[src/rtl/seq_mult_param_if.sv]
// Operand/result handshake bundle for seq_mult_param.
// The master drives start and the operands. The slave returns busy, done_flag and the product.
interface seq_mult_param_if #(
    parameter int unsigned WIDTH = 8
);
    logic                   start;
    logic                   sign_mode;
    logic [WIDTH-1:0]       dataa;
    logic [WIDTH-1:0]       datab;
    logic                   busy;
    logic                   done_flag;
    logic [2*WIDTH-1:0]     product8_8;

    modport master (
        output start, sign_mode, dataa, datab,
        input  busy, done_flag, product8_8
    );

    modport slave (
        input  start, sign_mode, dataa, datab,
        output busy, done_flag, product8_8
    );
endinterface

[src/rtl/seq_mult_param.sv]
// Digit-serial WIDTH x WIDTH multiplier that consumes DIGIT multiplier bits per cycle, with a start/busy/done handshake.
// Define SEQ_MULT_SIGNED_EN to honour sign_mode. Without it, the operands are always treated as unsigned.
module seq_mult_param #(
    parameter int unsigned WIDTH = 8,
    parameter int unsigned DIGIT = 2
) (
    input  logic              clk,
    input  logic              reset_a,
    seq_mult_param_if.slave   bus
);
    localparam int unsigned N     = WIDTH / DIGIT;
    localparam int unsigned ACC_W = 2 * WIDTH;
    localparam int unsigned PP_W  = WIDTH + DIGIT;
    localparam int unsigned CNT_W = (N > 1) ? $clog2(N) : 1;

    typedef enum logic [1:0] {IDLE, CALC, FIX, DONE} state_t;

    state_t             state;
    logic               start_d;
    logic [WIDTH-1:0]   mag_a;
    logic [WIDTH-1:0]   mag_b;
    logic [ACC_W-1:0]   acc;
    logic [CNT_W-1:0]   cnt;
    logic               busy_q;
    logic               done_q;
    logic [ACC_W-1:0]   product_q;

    logic               launch_c;
    logic [WIDTH-1:0]   mag_a_c;
    logic [WIDTH-1:0]   mag_b_c;
    logic [DIGIT-1:0]   digit_c;
    logic [PP_W-1:0]    pp_c;
    logic [ACC_W-1:0]   fix_c;

    assign launch_c = bus.start & ~start_d & (state == IDLE);

    // Current multiplier digit and its partial product against the full multiplicand
    assign digit_c = DIGIT'(mag_b >> (DIGIT * cnt));
    assign pp_c    = PP_W'(mag_a) * PP_W'(digit_c);

`ifdef SEQ_MULT_SIGNED_EN
    logic neg;
    logic neg_c;
    logic a_neg_c;
    logic b_neg_c;

    // The most negative value negates to itself, which is its correct unsigned magnitude
    assign a_neg_c = bus.sign_mode & bus.dataa[WIDTH-1];
    assign b_neg_c = bus.sign_mode & bus.datab[WIDTH-1];
    assign mag_a_c = a_neg_c ? WIDTH'(-bus.dataa) : bus.dataa;
    assign mag_b_c = b_neg_c ? WIDTH'(-bus.datab) : bus.datab;
    assign neg_c   = a_neg_c ^ b_neg_c;
    assign fix_c   = neg ? ACC_W'(-acc) : acc;

    always_ff @(posedge clk) begin
        if (reset_a) begin
            neg <= 1'b0;
        end else if (launch_c) begin
            neg <= neg_c;
        end
    end
`else
    logic unused_sign_mode;

    assign unused_sign_mode = bus.sign_mode;
    assign mag_a_c          = bus.dataa;
    assign mag_b_c          = bus.datab;
    assign fix_c            = acc;
`endif

    // Control FSM and datapath; all handshake outputs are registered
    always_ff @(posedge clk) begin
        if (reset_a) begin
            state     <= IDLE;
            start_d   <= 1'b0;
            mag_a     <= '0;
            mag_b     <= '0;
            acc       <= '0;
            cnt       <= '0;
            busy_q    <= 1'b0;
            done_q    <= 1'b0;
            product_q <= '0;
        end else begin
            start_d <= bus.start;
            done_q  <= 1'b0;
            case (state)
                IDLE: begin
                    if (launch_c) begin
                        mag_a  <= mag_a_c;
                        mag_b  <= mag_b_c;
                        acc    <= '0;
                        cnt    <= '0;
                        busy_q <= 1'b1;
                        state  <= CALC;
                    end
                end
                CALC: begin
                    acc <= acc + (ACC_W'(pp_c) << (DIGIT * cnt));
                    cnt <= cnt + CNT_W'(1);
                    if (cnt == CNT_W'(N - 1)) begin
                        state <= FIX;
                    end
                end
                FIX: begin
                    product_q <= fix_c;
                    done_q    <= 1'b1;
                    state     <= DONE;
                end
                DONE: begin
                    busy_q <= 1'b0;
                    state  <= IDLE;
                end
                default: state <= IDLE;
            endcase
        end
    end

    assign bus.busy       = busy_q;
    assign bus.done_flag  = done_q;
    assign bus.product8_8 = product_q;
endmodule

[src/flat_wrapper.sv]
// flat-port wrapper written by rule: the top's interface ports become plain ports
module seq_mult_param_flat 
#(
    parameter int unsigned WIDTH = 8,
    parameter int unsigned DIGIT = 2
)
  (clk, reset_a, bus_start, bus_sign_mode, bus_dataa, bus_datab, bus_busy, bus_done_flag, bus_product8_8);
  seq_mult_param_if #(.WIDTH(WIDTH)) bus_i ();
  input  logic clk;
  input  logic reset_a;
  input wire logic [$bits(bus_i.start)-1:0] bus_start;
  input wire logic [$bits(bus_i.sign_mode)-1:0] bus_sign_mode;
  input wire logic [$bits(bus_i.dataa)-1:0] bus_dataa;
  input wire logic [$bits(bus_i.datab)-1:0] bus_datab;
  output wire logic [$bits(bus_i.busy)-1:0] bus_busy;
  output wire logic [$bits(bus_i.done_flag)-1:0] bus_done_flag;
  output wire logic [$bits(bus_i.product8_8)-1:0] bus_product8_8;
  assign bus_i.start = bus_start;
  assign bus_i.sign_mode = bus_sign_mode;
  assign bus_i.dataa = bus_dataa;
  assign bus_i.datab = bus_datab;
  assign bus_busy = bus_i.busy;
  assign bus_done_flag = bus_i.done_flag;
  assign bus_product8_8 = bus_i.product8_8;
  seq_mult_param #(.WIDTH(WIDTH), .DIGIT(DIGIT)) u_core (.clk(clk), .reset_a(reset_a), .bus(bus_i));
endmodule
[config.mk]
export PLATFORM = sky130hd
export DESIGN_NAME = seq_mult_param_flat
export DESIGN_NICKNAME = d
export VERILOG_FILES = /design/src/rtl/seq_mult_param_if.sv /design/src/rtl/seq_mult_param.sv /design/src/flat_wrapper.sv
export SDC_FILE = /design/constraint.sdc
export NUM_CORES = 1
export LEC_CHECK = 0
export ABC_AREA = 1
export CORE_MARGIN = 4
export CORE_UTILIZATION = 35
export CTS_CLUSTER_DIAMETER = 200
export DETAILED_ROUTE_END_ITERATION = 16
export GPL_ROUTABILITY_DRIVEN = 1
export HOLD_SLACK_MARGIN = 0.06
export SYNTH_ARGS = -nofsm -noshare
export SYNTH_HDL_FRONTEND = slang
export SYNTH_SLANG_ARGS = --single-unit
export TNS_END_PERCENT = 100
[constraint.sdc]
create_clock -name clk -period 3.1 [get_ports clk]
set_clock_uncertainty 0.05 [all_clocks]
set_input_delay 0.775 -clock clk [delete_from_list [all_inputs] [get_ports clk]]
set_output_delay 0.775 -clock clk [all_outputs]
set_load 0.01 [all_outputs]
==> out/results.ini <==
[synthesis]
synth.area.top_cells = sky130_fd_sc_hd__dfxtp_1 (31%), sky130_fd_sc_hd__nand2_1 (14%), sky130_fd_sc_hd__ha_1 (10%), sky130_fd_sc_hd__a21oi_1 (9.3%), sky130_fd_sc_hd__nor2_1 (4.8%)
syn-mean-instance-area_um2 = 6.90
post_synthesis_instance_area_mm2 = 0.00351
postSynth.topFlopCell = sky130_fd_sc_hd__dfxtp_1
yosys_warnings = 0
synth_nets = 558
ys_seq_elements = 55
synth_sequential_area_ratio_pct = 31.4
number_of_cells_produced_by_synthesis = 508
synth.most_common_cell = sky130_fd_sc_hd__nand2_1
post-synth-top-area-cell = sky130_fd_sc_hd__dfxtp_1
netlist_top_cells_count = sky130_fd_sc_hd__nand2_1 (131), sky130_fd_sc_hd__a21oi_1 (65), sky130_fd_sc_hd__dfxtp_1 (55)
synth_edf_count = 0
synthDistinctLibCells = 40
async_flop_share_pct = 0
yosys.area.top_type_share_pct = 31.4

[detailed_routing]
routed_wire_length_per_instance_um = 12.5
overall_routed_net_length_mm = 9.26
initialDrtViolationCount = 88
vias = 3610
drc = 0
drtAntennaViolNets = 0
drt-vias-per-instance = 4.88
total_iterations_of_the_first_detailed_routing_run = 4

[timing]
report.final.setup_viol = 11
drv_slew = 0
achievable_frequency_mhz = 287
grt_setup_unrepaired = true
timing_hold_violations_final = 0
worst_pin_slew_ps = 713
final.period_utilization_pct = 112
final.setup.tns_ps = -3210
setup_slack_ps = -386
worst_slew_margin_rel_pct = 52.4
period_needed_ps = 3490

[global_routing]
maximum_number_of_pins_on_one_net_before_global_route_repair = 32
grt_antenna_before_repair = 0
grt_remaining_overflow = 0
first_global_vias = 3501
grtUsageTotal_pct = 16.4
grt_pass1_wl_mm = 15.8

[place]
place.gp.congestion = 0.850
placement.cell_area_mm2 = 0.00445
placement.io_buffers = 36
place_inst = 719
dp_hpwl_mm = 6.57
preCtsSetupSlack_ps = -428

[worst_setup_path]
cp_slowest_cell = sky130_fd_sc_hd__dfxtp_4
critical_path_buf_inv_count = 1
timing.rr.start = u_core.cnt[0]
crit_chain = nand2_1 -> nand3_4 -> nand2_4 -> nor2_1 -> ha_1 -> nand3_1 -> nand2_1 -> a21oi_1 -> o21ai_1 -> xnor2_1 -> buf_4 -> nand2_1 -> nand3_1 -> nand2_2 -> ha_4 -> nand2_1 -> nor2_2 -> nand2_1 -> o211ai_1 -> a21oi_1 -> o21ai_1 -> a21oi_1
arrival_time_at_the_worst_endpoint_ps = 3620
critical_path.endpoint_type = flip-flop
worst-r2r-setup-slack_ps = -390
critPathCapture = u_core.acc[12]
worst_setup_path_start_kind = flip-flop
cp_top_family = simple AND/OR/NAND/NOR gates
critPathKind = reg2reg
critPathMostFrequentCell = sky130_fd_sc_hd__nand2_1
worstSetupStartpoint = u_core.cnt[0]
cp_num_cells = 22
path_max_fanout = 8
worst_path_largest_cell_delay_ps = 420
r2r.worst_path.cells = 22
regToRegEndpoint = u_core.acc[12]
worst-endpoint-required_ps = 3230

[clock_tree]
tritoncts.num_buffers = 5
cts.sinks = 55
worst_skew_pair.late_latency_ps = 310
cts.clk_slew.worst_paths_ps = 100
cts.root.buffer_cell = sky130_fd_sc_hd__clkbuf_8
cts_hold_buffers = 0
cts_tree = built
h-tree-depth = 2
clock_tree.buffer_depth = 2

[layout]
num_antenna_cells = 0
layout.core_utilization_pct = 51.9
synthToLayoutAreaGrowth_pct = 44.7
fin_cells = 739
drive_gt1_share_pct = 32.2
stdcell_area_mm2 = 0.00508
final_nets = 655

[worst_hold_path]
hold_depth = 2
holdCritPathClass = reg2reg

[power_and_ir_drop]
p_int_mw = 1.45
pwr-share-comb_pct = 48.3
power_switching_mw = 1.02
ir_drop_mv = 0.539
power-per-cell-area_mw_per_mm2 = 486
p_leak_nw = 2.05
power.share.sequential_pct = 34.3
swShare_pct = 41.1
clock_power_share_pct = 17.4

[floorplanning]
die_area_mm2 = 0.0117
floorplan.core_area_mm2 = 0.00977
die_w_um = 108
rows = 36
initial_utilization_pct = 35.9
count_of_pins_on_the_block_boundary = 38
y_dimension_of_the_die_um = 108

[run_status]
violations_in_the_final_reports = negative setup slack
run_status = complete, but fails checks

[run]
cap_violations = 0

[layout by cell type, fill, tap and decap left out, types with 3 or more instances in the layout]
master / count
sky130_fd_sc_hd__o211ai_1: 3
sky130_fd_sc_hd__nor2_4: 3
sky130_fd_sc_hd__nor2_1: 37
sky130_fd_sc_hd__ha_4: 10
sky130_fd_sc_hd__a21oi_1: 47
sky130_fd_sc_hd__nand3_2: 7
sky130_fd_sc_hd__clkdlybuf4s50_1: 35
sky130_fd_sc_hd__inv_1: 37
sky130_fd_sc_hd__inv_2: 15
sky130_fd_sc_hd__nor2_2: 7
sky130_fd_sc_hd__dfxtp_1: 53
sky130_fd_sc_hd__o21ai_2: 12
sky130_fd_sc_hd__a211oi_1: 14
sky130_fd_sc_hd__nand2_2: 15
sky130_fd_sc_hd__ha_1: 17
sky130_fd_sc_hd__inv_4: 3
sky130_fd_sc_hd__o21ai_1: 12
sky130_fd_sc_hd__nand4_1: 4
sky130_fd_sc_hd__o21ai_4: 3
sky130_fd_sc_hd__buf_4: 68
sky130_fd_sc_hd__a21oi_2: 17
sky130_fd_sc_hd__nand2_1: 116
sky130_fd_sc_hd__o21ai_0: 5
sky130_fd_sc_hd__or2_1: 3
sky130_fd_sc_hd__o21a_1: 3
sky130_fd_sc_hd__a21oi_4: 3
sky130_fd_sc_hd__nand3_1: 13
sky130_fd_sc_hd__clkbuf_8: 6
[timing repair]
item                       4_1_cts  5_1_grt
setup buffers                    7        5
setup endpoints to repair       12       13
pin swaps                       41       30
gates resized for setup         53       41
[through the flow]
stage,hold WS (ps),power [mW]
after floorplan,390,1.51
after global placement,398,1.85
after detailed placement,401,1.87
after CTS,417,2.42
after global routing,435,2.67
final,414,2.47
[metal layers]
layer | global-route usage (%) | up-vias | wire, µm | part of all wire (%)
met5 | 0 | - | 0 | 0
met4 | 3.70 | 0 | 123 | 1.3
met3 | 2.75 | 14 | 332 | 3.6
met2 | 28.6 | 51 | 4440 | 48
met1 | 21.2 | 1666 | 4360 | 47
li1 | - | 1879 | - | -
[final cells by class]
type	instances	area [µm²]
multi-input cells	380	2560
clock buffers	7	86.3
clock inverters	1	8.76
repair buffers	108	928
well taps	133	166
fillers	957	4700
inverters	55	214
flip-flops and latches	55	1110
[how the worst min path moves through the flow]
stage          slack [ps]                         to                      start
3_3_place_gp          400  u_core.bus.product8_8[11]  u_core.bus.product8_8[11]
5_1_grt               440  u_core.bus.product8_8[11]  u_core.bus.product8_8[11]
3_5_place_dp          400  u_core.bus.product8_8[14]  u_core.bus.product8_8[14]
4_1_cts               420  u_core.bus.product8_8[14]  u_core.bus.product8_8[14]
2_1_floorplan         390            u_core.mag_b[4]            u_core.mag_b[4]
6_report              410  u_core.bus.product8_8[14]  u_core.bus.product8_8[14]
[logic make-up (layout without fill, tap and decap cells)]
kind of cell             count (synthesis)  after routing  share of synthesized area [%]
buffers and inverters                   73            171                           8.28
XOR/XNOR                                 5              5                           1.25
flip-flops                              55             55                           31.4
AO/OA/AOI/OAI                          128            128                           21.1
AND/OR/NAND/NOR                        217            217                           26.8
adder cells (fa/ha/maj)                 30             30                           11.1
[state kept, by name (all words and copies together) (netlist names)]
signal and count:
u_core.cnt 2, u_core.state 2, u_core.acc 16, u_core.bus.busy 1, u_core.start_d 1, u_core.bus.done_flag 1, u_core.bus.product8_8 16, u_core.mag_b 8
u_core.mag_a 8
[power by group through the flow]
stage               Clock (mW)  Sequential [mW]  Combinational, mW
floorplan                    0            0.849              0.661
finish                   0.431            0.846               1.19
detailed placement           0            0.856               1.01
global placement             0            0.852              0.996
global route             0.478            0.857               1.34
CTS                      0.449            0.847               1.12
[worst min-delay path, cell delays in order (launching register included)]
cell                      delay, ps
sky130_fd_sc_hd__dfxtp_1        320
sky130_fd_sc_hd__nand2_1         60
sky130_fd_sc_hd__a21oi_1         50
(Power assumes the default switching activity.)
==> RTL edit 1, RTL diff (same flow settings) <==
`WIDTH` is set to 8 in 3 places; all go to 4.
--- a/src/rtl/seq_mult_param_if.sv
+++ b/src/rtl/seq_mult_param_if.sv
@@ -3,3 +3,3 @@
 interface seq_mult_param_if #(
-    parameter int unsigned WIDTH = 8
+    parameter int unsigned WIDTH = 4
 );
--- a/src/rtl/seq_mult_param.sv
+++ b/src/rtl/seq_mult_param.sv
@@ -3,3 +3,3 @@
 module seq_mult_param #(
-    parameter int unsigned WIDTH = 8,
+    parameter int unsigned WIDTH = 4,
     parameter int unsigned DIGIT = 2
--- a/src/flat_wrapper.sv
+++ b/src/flat_wrapper.sv
@@ -3,3 +3,3 @@
 #(
-    parameter int unsigned WIDTH = 8,
+    parameter int unsigned WIDTH = 4,
     parameter int unsigned DIGIT = 2
Ports: changed (resized bus_dataa, bus_datab and bus_product8_8); port bits go from 38 to 22. The function was not compared with the original's and may differ.
==> RTL edit 1 against the unedited design <==
- synthesized area down 53%
- die area down 49%
- worst setup slack better by 640 ps
- sequential cell count down 25
- power down 49%
- final area down 59%
- critical path depth down 3
- routed wire length down 62%
- largest cell class unchanged
- highest routed layer unchanged
==> RTL edit 1: results (changes against the unedited design) <==
Leakage=0.000896 uW (-56%); crit path DAT=3010 ps (-610 ps); Clock transition at path regs=60 ps (-40 ps); final weighted congestion in routability-driven placement=0.782 (-8.0%); cell count after placement=298 (-59%); R2R depth=19 (-14%); pin count of the biggest net entering global routing=22 (-31%); Tmin final=2850 ps (-639 ps); HPWL after DPL=2600 um (-60%); top cells by area, synth=dfxtp_1, nand2_1, ha_1; Distinct cells, synth=28 (-30%); multi-input gate share of total cell area=45.4% (-5.1 points); Routed WL=3490 um (-62%); status=finished, final reports clean; CP endpoint=u_core.acc[7]; area after detailed placement=1950 um2 (-56%); Mapped Cells=226 (-56%); Reg-to-Reg End=u_core.acc[7]; Fill cells=451 (-53%); Seq/Total Area, Yosys=36.2% (+4.8 points); Synth top cells by count=nand2_1, dfxtp_1, inv_1; worst rel slew slack=73.6% (+21 points); worst skew pair latency=280 ps (-30 ps); bufs w/o clock=28 (-74%); first-pass GRT wire length=5980 um (-62%); routing usage on met2=19.0% (-9.6 points); Area Overhead vs Synth=23.9%; Tot GR Track Use=12.5% (-3.9 points); power share of the clock group=25.8% (+8.4 points); Vias=1483 (-59%); total chip power=1260 uW (-49%); hold slack=410 ps (-4.17 ps); worst-path fanout max=9 (+1); Reg area=604 um2 (-45%); GR Util met3=2.93% (+0.18 points); drt initial violations=84 (-4.5%); buffering overhead=12.7% (-5.6 points); r2r startpoint=u_core.cnt; DR vias/cell=4.81 (-1.4%); Min-Delay Endpoint=u_core.bus.product8_8[2]; Crit path largest cell delay=380 ps (-40 ps); Final Net Count=284 (-57%); reg2reg setup slack=250 ps (+640 ps); layout cells sized above 1=8.59% (-24 points); dpl ws=77.6 ps (+506 ps)
[RTL edit 1: changes by cell type in the layout (fill, tap and decap cells not counted), moves of 13 or more]
cell,before,now
a21oi_2,17,0
nand2_2,15,2
buf_4,68,8
a21oi_1,47,21
nand2_1,116,55
dfxtp_1,53,29
nor2_1,37,24
clkdlybuf4s50_1,35,20
inv_2,15,1
[RTL edit 1: repair_timing]
action | 4_1_cts | 5_1_grt
hold buffers | 0 | 0
gates resized for setup | 0 | 3
endpoints found under the setup margin | 0 | 3
setup buffers | 0 | 2
[RTL edit 1: cells by family (layout without fill, tap and decap cells)]
| kind of cell | count (synthesis) | count (layout) | share of synthesized area (%) |
|---|---|---|---|
| AO/OA/AOI/OAI | 45 | 45 | 16.1 |
| flip-flops | 30 | 30 | 36.2 |
| AND/OR/NAND/NOR | 97 | 97 | 24.3 |
| buffers and inverters | 33 | 63 | 7.54 |
| XOR/XNOR | 4 | 4 | 2.11 |
| adder cells (fa/ha/maj) | 17 | 17 | 13.7 |
==> RTL edit 2, RTL diff (config.mk and constraints unchanged) <==
Made on the original files. The 4 states of `state_t` get a one-hot encoding in 4 bits.
--- a/src/rtl/seq_mult_param.sv
+++ b/src/rtl/seq_mult_param.sv
@@ -15,3 +15,3 @@
 
-    typedef enum logic [1:0] {IDLE, CALC, FIX, DONE} state_t;
+    typedef enum logic [3:0] {IDLE = 4'b0001, CALC = 4'b0010, FIX = 4'b0100, DONE = 4'b1000} state_t;
 
Formal check against the unedited RTL: no difference found for any inputs over 4 cycles, from zero or initial values and one cycle with reset_a high; so few cycles prove little.
==> RTL edit 2 against the unedited design <==
- the flow still finishes with violations (setup timing)
- global-route usage is 0.99 points higher
- synthesized area decreased by 3.0%
- worst setup slack worse by 130 ps
- power grew 5.9%
- clock power rose by 70%
- routed wire length is 6.7% higher
- sequential cell count up 2
- combinational power fell by 14%
- first-iteration DRC count increased by 52%
- final area up 2.1%
- critical endpoint is now u_core.acc[14]
- highest routed layer unchanged
==> RTL edit 2: results (changes against the unedited design) <==
status=finished, violations left; failing checks=setup timing; final setup fails=11 (unchanged); drt initial violations=134 (+52%); Leakage=0.00230 uW (+12%); total CTS buffers=9 (+4); hold slack=412 ps (-1.47 ps); Crit path largest cell delay=390 ps (-30 ps); CP startpoint=u_core.cnt[0]; CTS H-tree depth=3 (+1); drt pass-1 iters=4 (unchanged); TNS Setup=-4480 ps (-1270 ps); Tot GR Track Use=17.4% (+0.99 points); delay-heaviest family, CP=compound AO/OA/AOI/OAI gates; worst skew pair latency=340 ps (+30 ps); Clock transition at path regs=70 ps (-30 ps); crit path DAT=3850 ps (+230 ps); Synth top cells by count=nand2_1, nor2_1, a21oi_1; first-pass GRT wire length=16200 um (+2.1%); Hold Crit Class=register to register; Synth Area in Compound Gates=22.9% (+1.8 points); peak supply drop=196 uV (-64%); layout cells sized above 1=33.7% (+1.5 points); GR Util met3=3.85% (+1.1 points); worst-path fanout max=6 (-2); vias in the first global route=3590 (+2.5%); top cells by area, synth=dfxtp_1, a21oi_1, o21ai_0; Internal Power=1680 uW (+16%); Post-Synth XOR/XNOR Area=1.54% (+0.30 points); post-synthesis mux area share=0% (unchanged); Fill cells=885 (-7.5%); Routed WL=9890 um (+6.7%); final weighted congestion in routability-driven placement=0.847 (-0.32%); Reg-to-Reg End=u_core.acc[14]; ys flop type=dfxtp_1; fraction of registers with async set/reset=0% (unchanged); Final Net Count=646 (-1.4%); met1 usage=20.7% (-0.44 points); Min-Delay Endpoint=u_core.mag_b[6]; post-synthesis adder-cell area fraction=9.63% (-1.5 points); cell count after placement=694 (-3.5%); Slew @ Worst Pin=520 ps (-193 ps); Worst Hold Launch=u_core.mag_b[6]; Mapped Nets=538 (-3.6%); average wire per standard cell=13.4 um (+7.3%); Mapped Cells=493 (-3.0%); Seq/Total Area, Yosys=33.5% (+2.1 points); HPWL after DPL=6510 um (-0.87%); Setup WS post-layout=-513 ps (-127 ps); Distinct cells, synth=40 (unchanged); routing usage on met2=30.8% (+2.2 points); pin count of the biggest net entering global routing=35 (+9.4%); drc violations=0 (unchanged); Vias=3657 (+1.3%)
[RTL edit 2: what timing repair did]
action	CTS	global route
setup endpoints to repair	12	13
setup buffers	20	8
gates resized for setup	67	48
pin swaps	49	57
[RTL edit 2: worst register-to-register path: stages, from the launching register on]
cell	delay, ps
dfxtp_4	390
buf_6	150
o21ai_2	130
nand2_2	130
nor2_2	140
ha_2	190
inv_2	40
fa_2	340
inv_2	70
a31oi_2	100
xnor2_2	170
buf_4	140
o21ai_2	160
o21ai_1	100
ha_1	360
a21oi_2	180
o21a_1	160
inv_2	50
a21oi_2	100
nand2_1	90
a21oi_1	140
o21ai_1	90
a21oi_2	110
[RTL edit 2: kinds of logic after synthesis]
| group | after synthesis |
|---|---|
| and+or+nand+nor | 186 |
| AOI/OAI and AO/OA | 146 |
| xor gates and xnor gates | 6 |
| adders and majority gates | 25 |
| buffers and inverters | 73 |
| DFF | 57 |
[RTL edit 2: worst max path at each step]
stage                     end  slack, ps
6_report       u_core.acc[14]       -510
5_1_grt        u_core.acc[12]       -710
4_1_cts        u_core.acc[13]       -480
3_5_place_dp   u_core.acc[13]       -590
3_3_place_gp   u_core.acc[13]       -500
2_1_floorplan  u_core.acc[14]       -270
[RTL edit 2: metrics by stage]
stage | cell area (um2) | setup WS [ps]
after floorplan | 3480 | -266
after global placement | 4310 | -500
after detailed placement | 4310 | -586
after CTS | 4930 | -483
after global routing | 5180 | -712
final | 5180 | -513
[RTL edit 2: power groups by stage]
stage / Combinational, uW / Sequential (uW) / Clock, uW
final: 1020 / 863 / 734
after global routing: 1120 / 873 / 788
after CTS: 921 / 863 / 754
after detailed placement: 752 / 875 / 0
after global placement: 738 / 872 / 0
after floorplan: 496 / 867 / 0
[RTL edit 2: final cells by class]
class,instances,area share [%]
Clock buffer,12,2.99
Clock inverter,4,0.989
Inverter,56,4.13
Multi-Input combinational cell,363,48.0
Sequential cell,57,22.2
Tap cell,129,3.11
Timing Repair Buffer,114,18.6
[RTL edit 2: per-layer routing]
| metal | vias up | wire length (um) |
|---|---|---|
| met5 | - | 0 |
| met4 | 0 | 195 |
| met3 | 19 | 328 |
| met2 | 50 | 4930 |
| met1 | 1728 | 4430 |
| li1 | 1860 | - |
